==> src/rtl/rv64_multiplier_if.sv <==
// Request/response bundle between the execute stage and the iterative RV64M multiplier.
interface rv64_multiplier_if #(
  parameter int XLEN = 64
);
  logic            mult_ready;
  logic [9:0]      inst_op_f3;
  logic [XLEN-1:0] mult_op1;
  logic [XLEN-1:0] mult_op2;
  logic [XLEN-1:0] product_val;
  logic            mult_finish;
  logic            busy_o;

  modport master (
    output mult_ready, inst_op_f3, mult_op1, mult_op2,
    input  product_val, mult_finish, busy_o
  );

  modport slave (
    input  mult_ready, inst_op_f3, mult_op1, mult_op2,
    output product_val, mult_finish, busy_o
  );
endinterface

==> src/rtl/rv64_multiplier.sv <==
// Iterative radix-2 shift-add RV64M multiplier (MUL/MULH/MULHSU/MULHU/MULW).
// Optional MULT_ZERO_BYPASS_EN: a zero operand magnitude skips straight to DONE.
module rv64_multiplier #(
  parameter int XLEN = 64
) (
  input  logic               clk,
  input  logic               rst,
  rv64_multiplier_if.slave   bus
);

  localparam int CW = $clog2(XLEN);
  localparam logic [CW-1:0] LAST_D = CW'(XLEN - 1);
  localparam logic [CW-1:0] LAST_W = CW'(XLEN / 2 - 1);

  localparam logic [9:0] C_MUL    = 10'b0110011_000;
  localparam logic [9:0] C_MULH   = 10'b0110011_001;
  localparam logic [9:0] C_MULHSU = 10'b0110011_010;
  localparam logic [9:0] C_MULHU  = 10'b0110011_011;
  localparam logic [9:0] C_MULW   = 10'b0111011_000;

  typedef enum logic [1:0] {S_IDLE, S_CALC, S_DONE} state_t;
  typedef enum logic [2:0] {OP_MUL, OP_MULH, OP_MULHSU, OP_MULHU, OP_MULW} optype_t;

  state_t              r_state;
  optype_t             r_op;
  logic                r_sign;
  logic [CW-1:0]       r_cnt;
  logic [2*XLEN-1:0]   r_mcand;
  logic [XLEN-1:0]     r_mplier;
  logic [2*XLEN-1:0]   r_acc;
  logic [XLEN-1:0]     r_product;
  logic                r_finish;
  logic                r_busy;

  logic                w_valid;
  optype_t             w_op;
  logic                w_sgn1;
  logic                w_sgn2;
  logic [XLEN-1:0]     w_a1;
  logic [XLEN-1:0]     w_a2;
  logic                w_neg1;
  logic                w_neg2;
  logic [XLEN-1:0]     w_mag1;
  logic [XLEN-1:0]     w_mag2;
  logic [CW-1:0]       w_last;

  // Magnitude of a two's-complement value; -2^(XLEN-1) maps to 2^(XLEN-1) as unsigned.
  function automatic logic [XLEN-1:0] f_mag(input logic [XLEN-1:0] v, input logic neg);
    return neg ? (~v + XLEN'(1)) : v;
  endfunction

  function automatic logic [2*XLEN-1:0] f_neg(input logic [2*XLEN-1:0] p, input logic neg);
    return neg ? (~p + (2*XLEN)'(1)) : p;
  endfunction

  function automatic logic [XLEN-1:0] f_select(input optype_t op, input logic [2*XLEN-1:0] p);
    logic [XLEN-1:0] res;
    case (op)
      OP_MUL:  res = p[XLEN-1:0];
      OP_MULW: res = {{(XLEN/2){p[XLEN/2-1]}}, p[XLEN/2-1:0]};
      default: res = p[2*XLEN-1:XLEN];
    endcase
    return res;
  endfunction

  always_comb begin
    w_valid = 1'b1;
    w_op    = OP_MUL;
    w_sgn1  = 1'b1;
    w_sgn2  = 1'b1;
    case (bus.inst_op_f3)
      C_MUL:    w_op = OP_MUL;
      C_MULH:   w_op = OP_MULH;
      C_MULHSU: begin w_op = OP_MULHSU; w_sgn2 = 1'b0; end
      C_MULHU:  begin w_op = OP_MULHU;  w_sgn1 = 1'b0; w_sgn2 = 1'b0; end
      C_MULW:   w_op = OP_MULW;
      default:  begin w_valid = 1'b0; w_sgn1 = 1'b0; w_sgn2 = 1'b0; end
    endcase
  end

  // MULW operands are sign-extended from bit 31 so the shared magnitude path applies.
  assign w_a1   = (w_op == OP_MULW) ? {{(XLEN/2){bus.mult_op1[XLEN/2-1]}}, bus.mult_op1[XLEN/2-1:0]}
                                    : bus.mult_op1;
  assign w_a2   = (w_op == OP_MULW) ? {{(XLEN/2){bus.mult_op2[XLEN/2-1]}}, bus.mult_op2[XLEN/2-1:0]}
                                    : bus.mult_op2;
  assign w_neg1 = w_sgn1 & w_a1[XLEN-1];
  assign w_neg2 = w_sgn2 & w_a2[XLEN-1];
  assign w_mag1 = f_mag(w_a1, w_neg1);
  assign w_mag2 = f_mag(w_a2, w_neg2);
  assign w_last = (r_op == OP_MULW) ? LAST_W : LAST_D;

  always_ff @(posedge clk or negedge rst) begin
    if (!rst) begin
      r_state   <= S_IDLE;
      r_op      <= OP_MUL;
      r_sign    <= 1'b0;
      r_cnt     <= '0;
      r_mcand   <= '0;
      r_mplier  <= '0;
      r_acc     <= '0;
      r_product <= '0;
      r_finish  <= 1'b0;
      r_busy    <= 1'b0;
    end else begin
      r_finish <= 1'b0;
      case (r_state)
        S_IDLE: begin
          if (bus.mult_ready && w_valid) begin
            r_mcand  <= {{XLEN{1'b0}}, w_mag1};
            r_mplier <= w_mag2;
            r_acc    <= '0;
            r_sign   <= w_neg1 ^ w_neg2;
            r_op     <= w_op;
            r_cnt    <= '0;
            r_busy   <= 1'b1;
`ifdef MULT_ZERO_BYPASS_EN
            r_state  <= ((w_mag1 == '0) || (w_mag2 == '0)) ? S_DONE : S_CALC;
`else
            r_state  <= S_CALC;
`endif
          end
        end
        S_CALC: begin
          if (r_mplier[0])
            r_acc <= r_acc + r_mcand;
          r_mcand  <= r_mcand << 1;
          r_mplier <= r_mplier >> 1;
          r_cnt    <= r_cnt + CW'(1);
          if (r_cnt == w_last)
            r_state <= S_DONE;
        end
        S_DONE: begin
          r_product <= f_select(r_op, f_neg(r_acc, r_sign));
          r_finish  <= 1'b1;
          r_busy    <= 1'b0;
          r_state   <= S_IDLE;
        end
        default: r_state <= S_IDLE;
      endcase
    end
  end

  assign bus.product_val = r_product;
  assign bus.mult_finish = r_finish;
  assign bus.busy_o      = r_busy;

endmodule

==> src/flat_wrapper.sv <==
// flat-port wrapper written by rule: the top's interface ports become plain ports
module rv64_multiplier_flat 
#(
  parameter int XLEN = 64
)
  (clk, rst, bus_mult_ready, bus_inst_op_f3, bus_mult_op1, bus_mult_op2, bus_product_val, bus_mult_finish, bus_busy_o);
  rv64_multiplier_if #(.XLEN(XLEN)) bus_i ();
  input  logic clk;
  input  logic rst;
  input wire logic [$bits(bus_i.mult_ready)-1:0] bus_mult_ready;
  input wire logic [$bits(bus_i.inst_op_f3)-1:0] bus_inst_op_f3;
  input wire logic [$bits(bus_i.mult_op1)-1:0] bus_mult_op1;
  input wire logic [$bits(bus_i.mult_op2)-1:0] bus_mult_op2;
  output wire logic [$bits(bus_i.product_val)-1:0] bus_product_val;
  output wire logic [$bits(bus_i.mult_finish)-1:0] bus_mult_finish;
  output wire logic [$bits(bus_i.busy_o)-1:0] bus_busy_o;
  assign bus_i.mult_ready = bus_mult_ready;
  assign bus_i.inst_op_f3 = bus_inst_op_f3;
  assign bus_i.mult_op1 = bus_mult_op1;
  assign bus_i.mult_op2 = bus_mult_op2;
  assign bus_product_val = bus_i.product_val;
  assign bus_mult_finish = bus_i.mult_finish;
  assign bus_busy_o = bus_i.busy_o;
  rv64_multiplier #(.XLEN(XLEN)) u_core (.clk(clk), .rst(rst), .bus(bus_i));
endmodule
==> config.mk <==
export PLATFORM = sky130hd
export DESIGN_NAME = rv64_multiplier_flat
export DESIGN_NICKNAME = d
export VERILOG_FILES = /design/src/rtl/rv64_multiplier_if.sv /design/src/rtl/rv64_multiplier.sv /design/src/flat_wrapper.sv
export SDC_FILE = /design/constraint.sdc
export NUM_CORES = 1
export LEC_CHECK = 0
export ABC_AREA = 1
export CAP_MARGIN = 20
export CORE_UTILIZATION = 30
export CTS_CLUSTER_DIAMETER = 100
export DETAILED_ROUTE_END_ITERATION = 10
export PLACE_DENSITY_LB_ADDON = 0.2
export RECOVER_POWER = 25
export SYNTH_ARGS = -nofsm -noshare
export SYNTH_HDL_FRONTEND = slang
export SYNTH_SLANG_ARGS = --single-unit
==> constraint.sdc <==
create_clock -name clk -period 2.4 [get_ports clk]
set_input_delay 0.48 -clock clk [delete_from_list [all_inputs] [get_ports clk]]
set_output_delay 0.48 -clock clk [all_outputs]
set_load 0.02 [all_outputs]
### After elaboration in Yosys (flattened, before gate mapping)

Cells that the tools add are included.

| storage, ports and cells | value |
|---|---|
| word-level logic and storage cells | 73 |
| input port bits | 141 |
| output and inout bits | 66 |
| register bits after elaboration | 398 |

| operators by class | value |
|---|---|
| bitwise gates (word level) | 6 |
| eq/ne operators | 13 |
| multiplexer cells | 26 |
| reduce and logical (&&, ||, !) cells | 13 |
| add/subtract/negate cells | 5 |

Operators by type and width:

| cell | number |
|---|---|
| $mux W128 | 4 |
| $pmux W128 S2 | 2 |
| $mux W64 | 5 |
| $pmux W64 S2 | 2 |
| $add A128 B1 Y128 const B | 1 |
| $add A128 B128 Y128 | 1 |
| $add A64 B1 Y64 const B | 2 |
| $not A128 Y128 | 1 |
| $not A64 Y64 | 2 |
| $eq A10 B9 Y1 const B | 5 |
| $mux W6 | 2 |
| $pmux W3 S4 | 1 |
| $pmux W6 S2 | 1 |
| $reduce_and A2 Y1 | 4 |
| $add A6 B1 Y6 const B | 1 |
| $eq A3 B3 Y1 const B | 2 |
| $eq A6 B6 Y1 | 1 |
| $ne A2 B1 Y1 const B | 3 |
| $mux W1 | 5 |
| $reduce_or A5 Y1 | 1 |
| $mux W2 | 2 |
| $pmux W2 S2 | 1 |
| $reduce_bool A2 Y1 | 2 |
| $reduce_or A4 Y1 | 1 |
| other kinds (10) | 11 |

### Depth between registers and ports, before layout

Gate-level depths: netlist of the first run.

| depth | value |
|---|---|
| depth after elaboration | 9 |
| gate-level depth with buffers | 18 |
| mapped depth without buffers | 18 |

### Worst setup path before layout of the first run

OpenSTA, ideal clock, no wires.

| timing | value |
|---|---|
| kind | flip-flop to flip-flop |
| start point | register u_core.r_acc[0] |
| end point | register u_core.r_acc[116] |
| clock period less this slack | 2,221 ps |
| buffers on the path | 0 |
| setup time | 117 ps |
| data required time | 2,283 ps |
| stages on the path, launching flop included | 17 |
| data arrival time | 2,103 ps |
| setup slack | 179 ps |
| cell sequence | dfrtp_1 -> ha_1 -> fa_1 -> nand3_1 -> nand2_1 -> nand2_1 -> nand2_1 -> nand2_1 -> nand2_1 -> nand2_1 -> nand2_1 -> nand2_1 -> nand3_1 -> nand2_1 -> nand3_1 -> nand3_1 -> nand2_1 |

| between the ends | value |
|---|---|
| cells in the longest elaborated chain, start to end | 3 |

Ends and longest elaborated chain:

| element | line | text |
|---|---|---|
| start, declared | rv64_multiplier.sv:30 | `logic [2*XLEN-1:0] r_acc;` |
| start signal, assigned | rv64_multiplier.sv:125 | `r_acc <= r_acc + r_mcand;` |
| $add A128 B128 Y128 | rv64_multiplier.sv:125 |  |
| $mux W128 | rv64_multiplier.sv:124 | `if (r_mplier[0])` |
| $pmux W128 S2 | rv64_multiplier.sv:106 | `case (r_state)` |

Every way passes these cells. The select of a mux whose other input is x is not followed.
A chain may end at the register's enable or synchronous reset.

### Worst setup path in the final report of the first run

| timing | value |
|---|---|
| start point | register u_core.r_acc[46] |
| end point | register u_core.r_acc[103] |

Same word-level chain as after synthesis.

==> results.md, run 1 <==
- Status: complete, but fails checks
- Failing checks: setup timing
- IO buf count: just over 200
- RSZ-0062 raised after global routing: yes
- HP Start: u_core.r_mplier[29]$_DFFE_PN0P_
- Post-synth top area cell: dfrtp_1
- Drt total wl: ~230 mm
- Fraction of registers with async set/reset: 100%
- Detailed Route Iter0 Violations: about 4200
- Grt ovf: 0
- Post-synthesis area per instance: 5.79 µm²
- Synth top area share: between 20% and 30%
- Synth warn: 0
- Final RePlAce weighted congestion: 1.02
- Reg2Reg Setup Slack: -0.14 ns
- Fin crit period: 2.54 ns
- WHS Endpoint: u_core.r_mplier[28]$_DFFE_PN0P_
- Pre-Repair DR Iteration Count: 6
- Final period util: 106%
- Worst Path Max Fanout: 3
- Vias in the first global route: a little under 50000
- WP data arrival: slightly above 3 ns
- First-pass GRT wire length: about 320 mm
- Post-synth EDFFs: 0
- Detail Route Antenna Nets: 0
- DRC Markers: 0
- CTS Buffer Depth: 3
- Final worst setup slack: -0.136 ns
- Post-Syn Area: 38400 µm²
- Pwr Density: 1360 nW/µm²
- Crit end category: flop
- Core region area: around 130000 µm²
- Post-synthesis register bit count: a little under 400
- R2R Path End: u_core.r_acc[103]$_DFFE_PN0P_
- Sink Count: 398
- Die ar.: ~130000 µm²
- Critical path class: reg2reg
- Via Count: a little over 50000
- Final std cells w/o fill: between 10000 and 15000
- Sequential share of the synthesized area: between 20% and 30%
- Worst r2r path cells: 15
- Worst slew margin: 4.95%
- Crit path required time: 2.97 ns
- Pleak: approximately 0.031 µW
- Setup Viol. Count Final: 17
- Post-Syn Nets: 6906
- CP Launch Point: u_core.r_acc[46]$_DFFE_PN0P_
- Row cnt: 130
- Die X: approximately 360 µm
- Syn Inst Count: approximately 6600
- Area Growth Syn to Fin: 68.3%
- Largest cells by area after synthesis: dfrtp_1 (26%), nand2_1 (21%), inv_1 (10%)
- TritonCTS clock tree: built
- Root buf cell: clkbuf_16
- Detail Placement HPWL: around 190 mm
- Startpoint Class: flop
- Hold depth: 2
- # H-tree levels: 2
- Vias per inst: about 5
- WL/cell: between 20 and 25 µm
- Final hold slack: around 0.49 ns
- Cts bufs inserted: 56
- Max-Cap Viols: 0
- Initial antenna violation count: 6
- Fin. max-slew vios: 0
- Initial core utilization: between 30% and 40%
- Fin. Hold Viols: 0
- GRT Resource Usage Total: between 30% and 40%
- Ports: approximately 210
- Clk pin slew, worst setup/hold paths: approximately 0.06 ns
- Clock skew after layout: roughly 0.024 ns
- Clock insertion delay at the later pin of the skew report: roughly 0.69 ns
- Layout Nets: between 8000 and 9000
- Pin count of the biggest net entering global routing: between 70 and 80
- Die Y: 360 µm
- Cell variety after synth: 52
- Worst vdd ir: roughly 0.67 mV
- Worst Tran Pin Value: roughly 1.4 ns
- R2r startpoint: u_core.r_acc[46]$_DFFE_PN0P_
- HP Class: reg2reg
- Total power: 87800 µW
- Fmax achieved: between 300 and 400 MHz
- Placed Cells: about 10000
- Main synth FF type: dfrtp_1
- Share of cells above drive strength 1: about two fifths
==> cells by family (layout without fill, tap and decap cells) <==
group / count (synthesis) / count (layout) / share of synthesized area, %
flops: 398 / 398 / 25.9
fa+ha+maj: 132 / 132 / 4.32
other cells: 0 / 4 / 0
buf+inv: 1221 / 3002 / 12.3
compound gates: 990 / 990 / 14.5
xor+xnor: 66 / 66 / 1.50
simple gates: 3826 / 3826 / 41.4
==> repair_timing <==
item                                    in CTS  in global routing
buffers inserted                            56                 75
endpoints found under the setup margin     174                303
pin swaps                                  138                375
endpoints found under the hold margin       23                  0
hold buffers                                 1                  0
gates resized for setup                    862               1309
==> flip-flops by register name, summed over array words and instances (netlist names) <==
signal and flops:
u_core.bus.mult_finish 1, u_core.bus.busy_o 1, u_core.r_mplier 64, u_core.r_cnt 6, u_core.r_sign 1, u_core.r_state 2, u_core.r_mcand 128, u_core.r_op 3
u_core.r_acc 128, u_core.bus.product_val 64
==> through the flow <==
stage               TNS (ns)  cell area [µm²]  util (%)  setup slack [ns]
floorplan                  0            38400         -             0.179
global placement     -187.91            53800      42.6            -0.801
detailed placement   -193.49            53800      42.6            -0.804
CTS                    -1.64            59800      47.3           -0.0878
global route           -8.09            64700      51.2            -0.185
finish                -0.656            64700      51.2            -0.136
==> worst max-delay path, cell delays in order, from the launching register on <==
cell and delay (ns):
dfrtp_2 0.45, ha_4 0.32, nand2_2 0.11, nor2_2 0.13, inv_1 0.11, nor2_1 0.10
buf_4 0.17, nand2_4 0.09, buf_4 0.14, nor4_2 0.26, nand2_2 0.13, nand3_2 0.08
nand2_2 0.05, nand3_2 0.06, buf_6 0.15, nand2_2 0.04
==> layout by cell type, fill, tap and decap left out, types with 24 or more instances in the layout <==
cell             synthesis  layout
ha_4                     0     118
nand3_4                  0      24
nand3_2                  7     107
buf_12                   0      53
o21ai_2                  7      48
nand2_1               2140    1697
a21oi_4                  1      35
a21oi_1                379     221
dfrtp_2                  0      97
nor2_4                   3     153
buf_4                   12    1431
nor3_1                  82      37
inv_2                   14     124
o22ai_1                114     113
xor2_1                  57      56
nand3_1                511     387
o21ai_1                 28      97
nand2_2                 31     359
nor2_1                 820     471
dfrtp_1                398     300
nand2_4                  5     111
inv_1                 1043     911
o21ai_0                314     199
a21oi_2                  2     126
o21bai_1                32      26
nor3_2                   2      32
clkbuf_16                0      57
clkdlybuf4s50_1          0     204
nand3b_1                31      31
nor2_2                  26     225
o221ai_1                54      54
buf_6                    6     135
nand4_1                151     151
==> final cells by class <==
cell class / instances / area [µm²]
Fill cell: 12800 / 61700
Multi-Input combinational cell: 5014 / 30900
Timing Repair Buffer: 1837 / 15500
Sequential cell: 398 / 10100
Inverter: 1061 / 4060
Tap cell: 1650 / 2060
Clock buffer: 76 / 1590
Clock inverter: 28 / 492
Antenna cell: 4 / 10.0
==> cell usage after synthesis (32+ instances only) <==
cell type / number
o21ai_0: 314
nand3_1: 511
xor2_1: 57
inv_1: 1043
o21bai_1: 32
a21oi_1: 379
buf_2: 50
o221ai_1: 54
nor2_1: 820
nand2_1: 2140
o22ai_1: 114
nor3_1: 82
nand4_1: 151
clkbuf_1: 79
dfrtp_1: 398
ha_1: 131
==> routing by layer <==
| layer | global-route usage (%) | vias to the layer above | wire (µm) |
|---|---|---|---|
| li1 | - | 24800 | - |
| met1 | 43.8 | 24200 | 96800 |
| met2 | 55.3 | 1672 | 103000 |
| met3 | 4.75 | 428 | 13900 |
| met4 | 16.3 | 0 | 13500 |
| met5 | 0 | - | 0 |
==> worst max-delay path by stage <==
stage,slack [ns],end,cells after the start
5_1_grt,-0.18,u_core.r_acc[103]$_DFFE_PN0P_,15
3_5_place_dp,-0.80,u_core.r_mplier[28]$_DFFE_PN0P_,13
6_report,-0.14,u_core.r_acc[103]$_DFFE_PN0P_,15
3_3_place_gp,-0.80,u_core.r_mplier[28]$_DFFE_PN0P_,13
4_1_cts,-0.09,u_core.r_acc[101]$_DFFE_PN0P_,18
2_1_floorplan,0.18,u_core.r_acc[116]$_DFFE_PN0P_,16
==> power breakdown <==
part | internal (µW) | switching [µW]
sequential | 9430 | 3320
clock | 5840 | 3770
combinational | 27800 | 37700
Power figures use the tool's default switching activity.
==> inputs of run 2 (changes only) <==
==> constraint.sdc (replaced) <==
create_clock -name clk -period 2.4 [get_ports clk]
set_input_delay 0.36 -clock clk [delete_from_list [all_inputs] [get_ports clk]]
set_output_delay 0.36 -clock clk [all_outputs]
set_load 0.02 [all_outputs]
==> run 2 against run 1 <==
- the run still ends with setup timing left
- largest power group unchanged
- first-iteration DRC count fell by 2.5%
- final area rose by 2.3%
- sequential share of layout area fell by 0.38 points
- via count rose by 0.97%
- flip-flop and latch count did not move
- sequential power barely moved
- register-to-register slack improved by 0.03 ns
- critical endpoint unchanged
- highest routed layer is now met5
==> results.md, run 2 (synthesis gave the netlist of run 1 again) <==
- WP data arrival: 3.08 ns (-0.03 ns)
- Failing checks: setup timing
- Final period util: 104% (-1.3 points)
- Row cnt: 130 (unchanged)
- Crit path required time: 2.98 ns (about the same)
- Layout Nets: 8704 (+0.73%)
- Pleak: 0.0317 µW (+2.3%)
- Fin. Hold Viols: 0 (unchanged)
- Fin util: 52.4% (+1.2 points)
- Worst Tran Pin Value: 1.25 ns (-0.175 ns)
- Die Y: 360 µm (unchanged)
- Vias per inst: 5.09 (+0.33%)
- Drt total wl: 229 mm (+0.43%)
- Die ar.: 129000 µm² (unchanged)
- Detail Route Antenna Nets: 0 (unchanged)
- Fmax achieved: 399 MHz (+1.3%)
- First-pass GRT wire length: 323 mm (about the same)
- Final worst setup slack: -0.104 ns (+0.0318 ns)
- Worst Path Max Fanout: 3 (unchanged)
- DRC Markers: 0 (unchanged)
- Pin count of the biggest net entering global routing: 70 (-6.7%)
- Pwr Density: 1340 nW/µm² (-1.1%)
- Setup Viol. Count Final: 44 (+27)
- Fin. max-slew vios: 0 (unchanged)
- Fillers: 12600 (-0.90%)
- Grt ovf: 0 (unchanged)
- # H-tree levels: 2 (unchanged)
- CTS Buffer Depth: 3 (unchanged)
- IO buf count: 206 (unchanged)
- Top Registers: u_core.r_acc: 128 flops, u_core.r_mcand: 128 flops
- Area Growth Syn to Fin: 72.3%
- Fin crit period: 2.50 ns (-0.0318 ns)
- Vias in the first global route: 49000 (+0.067%)
- Pre-Repair DR Iteration Count: 5 (-1)
- Final RePlAce weighted congestion: 1.05 (+3.0%)
- HP Class: in2reg
- RSZ-0062 raised after global routing: yes
- Clock skew after layout: 0.0337 ns (+0.00948 ns)
- Via Count: 51600 (+0.97%)
- Total power: 88900 µW (+1.3%)
- Initial antenna violation count: 10 (+4)
- Leading cell types in the layout, fill and taps excluded: nand2_1 (1622), buf_4 (1457), inv_1 (874)
- Crit end category: flop
- Core region area: 126000 µm² (unchanged)
- Clock insertion delay at the later pin of the skew report: 0.70 ns (about the same)
- Detailed Route Iter0 Violations: 4118 (-2.5%)
- Ports: 207 (unchanged)
- WL/cell: 22.6 µm (-0.20%)
- Worst slew margin: 16.6% (+12 points)
- Clk pin slew, worst setup/hold paths: 0.06 ns (about the same)
- Worst vdd ir: 0.701 mV (+4.2%)
- TritonCTS clock tree: built
- Commonest non-fill, non-tap cell in the layout: nand2_1
- GRT Resource Usage Total: 33.9% (about the same)
- Critical path class: reg2reg
- Cts bufs inserted: 53 (-5.4%)
- Sink Count: 398 (unchanged)
- Detail Placement HPWL: 189 mm (-0.55%)
- Initial core utilization: 30.4% (unchanged)
- Status: complete, but fails checks
- Max-Cap Viols: 0 (unchanged)
- Root buf cell: clkbuf_16
- Die X: 360 µm (unchanged)
- Share of cells above drive strength 1: 42.4% (+2.4 points)
- Final hold slack: 0.458 ns (-0.0298 ns)
- Startpoint Class: flop
==> run 2: changes by cell type in the layout (fill, tap and decap cells not counted), moves of 19 or more <==
cell	previous run	this run
nand2_1	1697	1622
nand2_4	111	152
inv_1	911	874
a21oi_1	221	185
nand3_1	387	351
nand2_2	359	392
buf_6	135	166
nor2_2	225	195
a21oi_2	126	154
buf_4	1431	1457
nand3_4	24	46
nor2_4	153	175
inv_2	124	143
==> run 2: layout make-up <==
cell class | instances | area [µm²] | share of cell area, %
multi-input cells | 5014 | 31900 | 48.2
repair buffers | 1903 | 16200 | 24.5
flip-flops and latches | 398 | 10100 | 15.2
inverters | 1061 | 4130 | 6.24
well taps | 1650 | 2060 | 3.12
clock buffers | 67 | 1430 | 2.16
clock inverters | 31 | 364 | 0.550
diodes | 8 | 20.0 | 0.0303
==> run 2: worst paths after layout <==
| path | start | end | slack [ns] | cells past startpoint |
|---|---|---|---|---|
| setup / recovery | u_core.r_acc[44]$_DFFE_PN0P_ | u_core.r_acc[103]$_DFFE_PN0P_ | -0.10 | 16 |
| hold / removal | bus_mult_op2[0] | u_core.r_mplier[0]$_DFFE_PN0P_ | 0.46 | 4 |
| setup reg to reg | u_core.r_acc[44]$_DFFE_PN0P_ | u_core.r_acc[103]$_DFFE_PN0P_ | -0.10 | 16 |
| hold reg to reg | u_core.bus.product_val[26]$_DFFE_PN0P_ | u_core.bus.product_val[26]$_DFFE_PN0P_ | 0.48 | 2 |
| max in group asynchronous | rst | u_core.r_sign$_DFFE_PN0P_ | 0.15 | 3 |
| min in group asynchronous | rst | u_core.bus.product_val[19]$_DFFE_PN0P_ | 0.48 | 2 |
==> run 2: metal layers <==
| layer | up-vias | global-route usage [%] | share of wire [%] | routed length, µm |
|---|---|---|---|---|
| met5 | - | 0 | 0.0057 | 13 |
| met4 | 2 | 16.7 | 6.3 | 14500 |
| met3 | 441 | 4.11 | 6.1 | 13900 |
| met2 | 1731 | 55.2 | 45 | 103000 |
| met1 | 24400 | 44.1 | 42 | 96700 |
| li1 | 25000 | - | - | - |
==> run 2: report_power, final <==
group / total, µW / internal (µW) / switching [µW]
clock network: 8490 / 4810 / 3670
registers: 12800 / 9410 / 3350
logic: 67700 / 28600 / 39100
total: 88900 / 42800 / 46100
==> run 2: worst max-delay path, cell delays in order (launching register included) <==
cell     delay, ns
dfrtp_2       0.46
ha_4          0.32
nand2_4       0.08
buf_6         0.12
nor2_4        0.11
inv_2         0.07
nor2_2        0.11
buf_6         0.16
nand2_8       0.07
buf_6         0.12
nor4_4        0.25
nand2_4       0.10
nand3_2       0.07
nand2_1       0.06
nand3_2       0.07
buf_6         0.14
nand2_2       0.04
==> run 2: through the flow <==
step	std cells	setup WS (ns)	area, µm²	setup TNS, ns
3_3_place_gp	9893	-0.811	54300	-131.73
2_1_floorplan	6633	0.179	38400	0
3_5_place_dp	9893	-0.800	54300	-143.04
4_1_cts	10000	-0.0937	60100	-1.22
5_1_grt	10100	-0.167	66200	-16.26
6_report	10100	-0.104	66200	-1.50
==> run 2: repair_timing <==
action                                  in CTS  in global routing
endpoints found under the setup margin     171                190
pin swaps                                  134                511
hold buffers                                 1                  0
buffers inserted                            42                113
resized for setup                          920               1573
gates cloned                                 1                  1
hold endpoints to repair                   137                  0
